File: config.mk
export PLATFORM = sky130hd
export DESIGN_NAME = cp0_unit_flat
export DESIGN_NICKNAME = d
export VERILOG_FILES = /design/src/rtl/cp0_pkg.sv /design/src/rtl/cp0_unit_if.sv /design/src/rtl/cp0_unit.sv /design/src/flat_wrapper.sv
export SDC_FILE = /design/constraint.sdc
export NUM_CORES = 1
export LEC_CHECK = 0
export ABC_AREA = 0
export CAP_MARGIN = 20
export CORE_MARGIN = 8
export CORE_UTILIZATION = 40
export DETAILED_ROUTE_END_ITERATION = 7
export GPL_TIMING_DRIVEN = 0
export PLACE_DENSITY = 0.87
export SYNTH_ARGS = -nofsm -noshare
export SYNTH_HDL_FRONTEND = slang
export SYNTH_SLANG_ARGS = --single-unit
File: constraint.sdc
create_clock -name clk -period 2.2 [get_ports clk]
set_input_delay 0.22 -clock clk [delete_from_list [all_inputs] [get_ports clk]]
set_output_delay 0.22 -clock clk [all_outputs]
set_load 0.01 [all_outputs]
File: src/rtl/cp0_pkg.sv
// cp0_pkg: CP0 register numbers, field positions, exception codes and handler address.
package cp0_pkg;
  localparam logic [4:0] CP0_SR = 5'd12;
  localparam logic [4:0] CP0_CAUSE = 5'd13;
  localparam logic [4:0] CP0_EPC = 5'd14;
  localparam logic [4:0] CP0_PRID = 5'd15;
  localparam int IM_LO = 10;
  localparam int IM_HI = 15;
  localparam int EXL_BIT = 1;
  localparam int IE_BIT = 0;
  localparam int BD_BIT = 31;
  localparam int IP_LO = 10;
  localparam int IP_HI = 15;
  localparam int EXC_LO = 2;
  localparam int EXC_HI = 6;
  localparam logic [31:0] SR_MASK = 32'h0000_fc03;
  localparam logic [31:0] HANDLER_PC = 32'h0000_4180;
  typedef enum logic [4:0] {
    EXC_INT = 5'd0,
    EXC_ADEL = 5'd4,
    EXC_ADES = 5'd5,
    EXC_SYSCALL = 5'd8,
    EXC_RI = 5'd10,
    EXC_OV = 5'd12
  } exc_code_e;
endpackage

File: src/rtl/cp0_unit_if.sv
// cp0_unit_if: M-stage side of the CP0 block (mfc0/mtc0/eret bus, victim info, request out).
interface cp0_unit_if;
  logic        we;
  logic [4:0]  addr;
  logic [31:0] wdata;
  logic [31:0] rdata;
  logic [31:0] vpc;
  logic        bd_in;
  logic [4:0]  exc_in;
  logic [5:0]  hw_int;
  logic        eret;
  logic        req;
  logic [31:0] epc_out;
  modport master (output we, addr, wdata, vpc, bd_in, exc_in, hw_int, eret, input rdata, req, epc_out);
  modport slave (input we, addr, wdata, vpc, bd_in, exc_in, hw_int, eret, output rdata, req, epc_out);
endinterface

File: src/rtl/cp0_unit.sv
// cp0_unit: SR/Cause/EPC/PRId with exception/interrupt request decode at the M stage.
module cp0_unit
  import cp0_pkg::*;
#(
  parameter logic [31:0] PRID = 32'h2023_0007
) (
  input logic clk,
  input logic reset,
  cp0_unit_if.slave bus
);
  logic [31:0] sr_q, sr_d, cause_q, cause_d, epc_q, epc_d;
  logic int_req, exc_req;
  assign int_req = |(bus.hw_int & sr_q[IM_HI:IM_LO]) & sr_q[IE_BIT] & ~sr_q[EXL_BIT];
  assign exc_req = (bus.exc_in != 5'd0) & ~sr_q[EXL_BIT];
  assign bus.req = int_req | exc_req;
  assign bus.epc_out = epc_q;
  assign bus.rdata = bus.addr == CP0_SR ? sr_q :
                     bus.addr == CP0_CAUSE ? cause_q :
                     bus.addr == CP0_EPC ? epc_q :
                     bus.addr == CP0_PRID ? PRID : 32'd0;
  always_comb begin
    sr_d = sr_q;
    cause_d = cause_q;
    epc_d = epc_q;
    cause_d[IP_HI:IP_LO] = bus.hw_int;
    if (bus.req) begin
      sr_d[EXL_BIT] = 1'b1;
      cause_d[BD_BIT] = bus.bd_in;
      cause_d[EXC_HI:EXC_LO] = int_req ? EXC_INT : bus.exc_in;
      epc_d = bus.bd_in ? bus.vpc - 32'd4 : bus.vpc;
    end else begin
      sr_d[EXL_BIT] = bus.eret ? 1'b0 : sr_q[EXL_BIT];
      sr_d = bus.we && bus.addr == CP0_SR ? bus.wdata & SR_MASK : sr_d;
      epc_d = bus.we && bus.addr == CP0_EPC ? bus.wdata : epc_q;
    end
  end
  always_ff @(posedge clk) begin
    if (reset) begin
      sr_q <= '0;
      cause_q <= '0;
      epc_q <= '0;
    end else begin
      sr_q <= sr_d;
      cause_q <= cause_d;
      epc_q <= epc_d;
    end
  end
endmodule
File: src/flat_wrapper.sv
// flat-port wrapper written by rule: the top's interface ports become plain ports
module cp0_unit_flat import cp0_pkg::*;
#(
  parameter logic [31:0] PRID = 32'h2023_0007
)
  (clk, reset, bus_we, bus_addr, bus_wdata, bus_vpc, bus_bd_in, bus_exc_in, bus_hw_int, bus_eret, bus_rdata, bus_req, bus_epc_out);
  cp0_unit_if bus_i ();
  input logic clk;
  input logic reset;
  input wire logic [$bits(bus_i.we)-1:0] bus_we;
  input wire logic [$bits(bus_i.addr)-1:0] bus_addr;
  input wire logic [$bits(bus_i.wdata)-1:0] bus_wdata;
  input wire logic [$bits(bus_i.vpc)-1:0] bus_vpc;
  input wire logic [$bits(bus_i.bd_in)-1:0] bus_bd_in;
  input wire logic [$bits(bus_i.exc_in)-1:0] bus_exc_in;
  input wire logic [$bits(bus_i.hw_int)-1:0] bus_hw_int;
  input wire logic [$bits(bus_i.eret)-1:0] bus_eret;
  output wire logic [$bits(bus_i.rdata)-1:0] bus_rdata;
  output wire logic [$bits(bus_i.req)-1:0] bus_req;
  output wire logic [$bits(bus_i.epc_out)-1:0] bus_epc_out;
  assign bus_i.we = bus_we;
  assign bus_i.addr = bus_addr;
  assign bus_i.wdata = bus_wdata;
  assign bus_i.vpc = bus_vpc;
  assign bus_i.bd_in = bus_bd_in;
  assign bus_i.exc_in = bus_exc_in;
  assign bus_i.hw_int = bus_hw_int;
  assign bus_i.eret = bus_eret;
  assign bus_rdata = bus_i.rdata;
  assign bus_req = bus_i.req;
  assign bus_epc_out = bus_i.epc_out;
  cp0_unit #(.PRID(PRID)) u_core (.clk(clk), .reset(reset), .bus(bus_i));
endmodule
After elaboration in Yosys (flattened, before gate mapping)
Index checks and enable logic that the tools add are counted.

Flip-flop bits (word level): 52. Output and inout port bits: 65. Bits of input ports: 85.

Bitwise logic cells: 7. Add/sub/neg operators: 1. Multiplexer cells: 11. Eq/ne operators: 4. Reduce and logical (&&, ||, !) cells: 7.

Operators with widths (number): $mux W32 (6); $sub A32 B3 Y32 const B (1); $mux W30 (1); $eq A5 B4 Y1 const B (4); $and A6 B6 Y6 (1); $reduce_or A6 Y1 (1); $mux W5 (1); $reduce_bool A5 Y1 (1); $and A1 B1 Y1 (3); $reduce_bool A3 Y1 (1); $logic_and A1 B1 Y1 (2); $mux W1 (2); $mux W2 (1); $not A1 Y1 (2); $reduce_and A2 Y1 (1); $reduce_bool A2 Y1 (1); $or A1 B1 Y1 (1).

Depth between registers and ports, before layout
Depth in word-level cells: 7. Mapped depth: 8. Depth with buffers taken out: 7.

Worst setup path after synthesis
Ideal clock, no wire load.

Kind: input port to flip-flop. Start: input port bus_exc_in[3]. End: register u_core.epc_q[21] (netlist: u_core.bus.epc_out[21]). Buffers on the path: 1. Arrival: 1631 ps. Library setup time: 145 ps. Path slack: 425 ps. Stages: 6. Cells stage by stage: or4_4 o31ai_4 inv_2 clkbuf_1 a211oi_1 a211oi_2.

Cells in the longest elaborated chain, start to end: 4. Elaborated cells between the ends (all ways): 5. Classes of those cells: 1 x mux; 2 x bitwise; 2 x reduce/logical.

RTL lines: from (decl) (RTL line flat_wrapper.sv:15) `input wire logic [$bits(bus_i.exc_in)-1:0] bus_exc_in;`; $reduce_bool A5 Y1 * (RTL line cp0_unit.sv:14) `assign exc_req = (bus.exc_in != 5'd0) & ~sr_q[EXL_BIT];`; $and A1 B1 Y1 * (RTL line cp0_unit.sv:14); $or A1 B1 Y1 * (RTL line cp0_unit.sv:15) `assign bus.req = int_req | exc_req;`; $mux W32 / $reduce_bool A2 Y1 (equally long branches); to (signal assigned) (RTL line cp0_unit.sv:45) `epc_q <= epc_d;`; to (decl) (RTL line cp0_unit.sv:11) `logic [31:0] sr_q, sr_d, cause_q, cause_d, epc_q, epc_d;`.

Mark *: on every way between the ends. The rest lies on a longest branch, timed or not. A chain may end at the register's enable or synchronous reset.

Worst setup path in the final report
Start: input port bus_exc_in[1]. End: output port bus_req.

Cells in the longest elaborated chain, start to end: 3.

RTL lines: $reduce_bool A5 Y1 (RTL line cp0_unit.sv:14); $and A1 B1 Y1 (RTL line cp0_unit.sv:14); $or A1 B1 Y1 (RTL line cp0_unit.sv:15); to (decl) (RTL line flat_wrapper.sv:19) `output wire logic [$bits(bus_i.req)-1:0] bus_req;`.

No other way between the ends.

==> results.cfg <==
[global_routing]
grt_pass1_vias = 3820
overflow = 0
grt_first_pass_wirelength_mm = 19.71
antenna_found_initial = 0
track_usage_pct = 21.30
grt_max_degree = 17

[floorplanning]
die_w_um = 106.5
ios = 150
fp.dieArea_sq_mm = 0.01134
rows = 33
core_sq_mm = 0.008093
die-height_um = 106.5
start_util_pct = 40.49

[timing]
slew_violations = 0
finClkSkew_ps = 8.435
worst_slew_pin_slew_ps = 703.8
fin_crit_ps = 2143
slew_headroom_pct = 53.08
timing.fmax_mhz = 466.7
hold_violations = 0
rsz0062_at_grt = no
fin_crit_sh_pct = 97.40
setup_violations = 0
setup_ws_ps = 57.30

[synth]
ys_types = 41
yosys_warnings = 0
synth_seq_area_share_pct = 31.77
syn_avg_cell_area_sq_um = 8.489
syn-num-nets = 472
synth_seq_cells = 52
syn_inst = 386
syn_area_sq_mm = 0.003277

[setup_path]
timing.rr.end = u_core.bus.epc_out[8]$_SDFFE_PP0P_
path_cells = clkdlybuf4s50_1, or4_4, o31ai_4, inv_4, buf_8, buf_6
crit_type = in -> out
slowest_stage = or4_4
arrival_ps = 1920
end_kind = primary output
critPathMaxStageDelay_ps = 510
timing.reg2reg.setup_slack_ps = 150
endpoint = bus_req
r2r_cells = 7
crit_start = bus_exc_in[1]
r2r_start = u_core.sr_q[14]$_SDFFE_PP0P_
critPathLaunchType = input port
crit_required_ps = 1980
worstPathMaxFanout = 11

[place]
portBuffers = 147
hpwl_mm = 9.728
gp_congestion = 0.8878
post-place-ws_ps = -637.2

[route]
drtIter0Drc = 160
drc = 0
drtPass1Iterations = 4
via_per_inst = 5.508
post_drt_wl_per_cell_um = 19.22
vias = 3569
antenna_left = 0
finalWirelength_mm = 12.46

[pwr]
peakVddDrop_v = 0.0002836
powerDensity_mw_per_mm2 = 491.3
power_leakage_nw = 1.793

[cells_and_area]
final_util_pct = 62.80
final_nets = 628
diodes = 0
layout-drive-gt1-share_pct = 11.79
area_growth_pct = 55.10

[clock_network]
cts.sinks = 52
cts_buffer_depth = 2
cts_tree = yes
worstSkewPairLatency_ps = 310
cts_hold_buf = 0
cts_root_buffer = clkbuf_8
cts_buffers = 5
path_clk_slew_ps = 100
cts_htree_levels = 2

[worst_hold_path]
min-delay-start = bus_bd_in
hold_depth = 3
hold_path_class = in -> reg

[flow_run]
maxCapViolCount = 0

[run_status]
outcome = finished, final reports clean
-- report_power, final --
| group | leakage, nW | switching, W | internal (W) | total (W) |
|---|---|---|---|---|
| combinational | 1.30 | 0.000329 | 0.000387 | 0.000715 |
| sequential | 0.431 | 0.0000546 | 0.00101 | 0.00107 |
| clock | 0.0614 | 0.000340 | 0.000373 | 0.000713 |
| total | 1.79 | 0.000724 | 0.00177 | 0.00250 |
-- registers in the layout, summed over array words and instances (netlist names) --
signal,cells
u_core.sr_q,8
u_core.cause_q,12
u_core.bus.epc_out,32
-- layout make-up --
cell class              instances  area, sq um
fillers                       743         3010
multi-input cells             301         2118
repair buffers                150         1488
flip-flops and latches         52         1041
plain buffers                  27        161.4
well taps                     105        131.4
clock buffers                   6        82.58
clock inverters                 2        38.79
inverters                       5        21.27
-- worst min path at each step --
| stage | end |
|---|---|
| global route | u_core.cause_q[10]$_SDFF_PP0_ |
| finish | u_core.cause_q[31]$_SDFFE_PP0N_ |
| CTS | u_core.cause_q[31]$_SDFFE_PP0N_ |
| detailed placement | u_core.cause_q[31]$_SDFFE_PP0N_ |
| floorplan | u_core.cause_q[10]$_SDFF_PP0_ |
| global placement | u_core.cause_q[31]$_SDFFE_PP0N_ |
-- cells by family (layout without fill, tap and decap cells) --
kind of cell | after synthesis | after routing | share of synthesized area (%)
and+or+nand+nor | 160 | 160 | 26.42
adders and majority gates | 1 | 1 | 0.3818
xor gates and xnor gates | 28 | 28 | 7.484
DFF | 52 | 52 | 31.77
AOI/OAI and AO/OA | 85 | 85 | 21.12
buffers and inverters | 33 | 190 | 4.581
muxes | 27 | 27 | 8.247
-- cell usage after synthesis (all sizes together) --
| master | number | area [sq um] |
|---|---|---|
| a211oi | 50 | 465.5 |
| a21boi | 1 | 7.510 |
| a21oi | 14 | 70.07 |
| a22oi | 11 | 82.58 |
| a311oi | 1 | 8.760 |
| a31oi | 1 | 6.260 |
| and3 | 15 | 93.84 |
| and3b | 2 | 17.52 |
| buf | 12 | 71.31 |
| clkbuf | 16 | 60.06 |
| dfxtp | 52 | 1041 |
| ha | 1 | 12.51 |
| inv | 5 | 18.76 |
| mux2i | 27 | 270.3 |
| nand2 | 11 | 41.29 |
| nand3 | 4 | 20.02 |
| nand3b | 3 | 22.52 |
| nand4 | 4 | 31.28 |
| nand4b | 1 | 8.760 |
| nor2 | 61 | 229.0 |
| nor2b | 26 | 162.7 |
| nor3 | 10 | 50.05 |
| nor3b | 3 | 22.52 |
| nor4 | 12 | 96.34 |
| nor4b | 2 | 23.77 |
| o21ai | 6 | 30.03 |
| o31ai | 1 | 21.27 |
| or2 | 1 | 6.260 |
| or3 | 3 | 18.77 |
| or4 | 1 | 11.26 |
| or4b | 1 | 10.01 |
| xnor2 | 25 | 219.0 |
| xor2 | 3 | 26.28 |
-- placed cells by master (no fill, tap or decap), drive strengths merged, types with 2 or more instances in the layout --
| master | Yosys | layout |
|---|---|---|
| a211oi | 50 | 50 |
| a21oi | 14 | 14 |
| a22oi | 11 | 11 |
| and3 | 15 | 15 |
| and3b | 2 | 2 |
| buf | 12 | 16 |
| clkbuf | 16 | 21 |
| clkdlybuf4s50 | 0 | 140 |
| dfxtp | 52 | 52 |
| dlygate4sd2 | 0 | 6 |
| inv | 5 | 5 |
| mux2i | 27 | 27 |
| nand2 | 11 | 11 |
| nand3 | 4 | 4 |
| nand3b | 3 | 3 |
| nand4 | 4 | 4 |
| nor2 | 61 | 61 |
| nor2b | 26 | 26 |
| nor3 | 10 | 10 |
| nor3b | 3 | 3 |
| nor4 | 12 | 12 |
| nor4b | 2 | 2 |
| o21ai | 6 | 6 |
| or3 | 3 | 3 |
| xnor2 | 25 | 25 |
| xor2 | 3 | 3 |
-- repair_timing --
action | 4_1_cts | 5_1_grt
buffers inserted | 1 | 2
gates cloned | 0 | 0
pin swaps | 2 | 2
resized for setup | 27 | 14
setup endpoints to repair | 43 | 41
-- per-stage QoR --
| stage | setup TNS (ps) | cells | area (sq um) | power [W] | hold WS, ps |
|---|---|---|---|---|---|
| 5_1_grt | 0 | 648 | 5082 | 0.002603 | 239.0 |
| 3_3_place_gp | -19610 | 638 | 4880 | 0.001771 | 446.9 |
| 2_1_floorplan | 0 | 386 | 3277 | 0.001390 | 348.2 |
| 3_5_place_dp | -21200 | 638 | 4880 | 0.001785 | 458.9 |
| 6_report | 0 | 648 | 5082 | 0.002497 | 227.9 |
| 4_1_cts | 0 | 646 | 5039 | 0.002492 | 224.0 |
-- layer usage --
| metal | wire (um) | track usage (%) |
|---|---|---|
| met1 | 5180 | 24.87 |
| met2 | 6087 | 37.09 |
| met3 | 938 | 5.747 |
| met4 | 250 | 6.432 |
| met5 | 0 | 0 |
-- worst max-delay path, delay by kind of cell --
family | cells | cell delay, ps
buf+inv | 4 | 860
simple gates | 1 | 510
compound gates | 1 | 320
(Power assumes the default switching activity.)
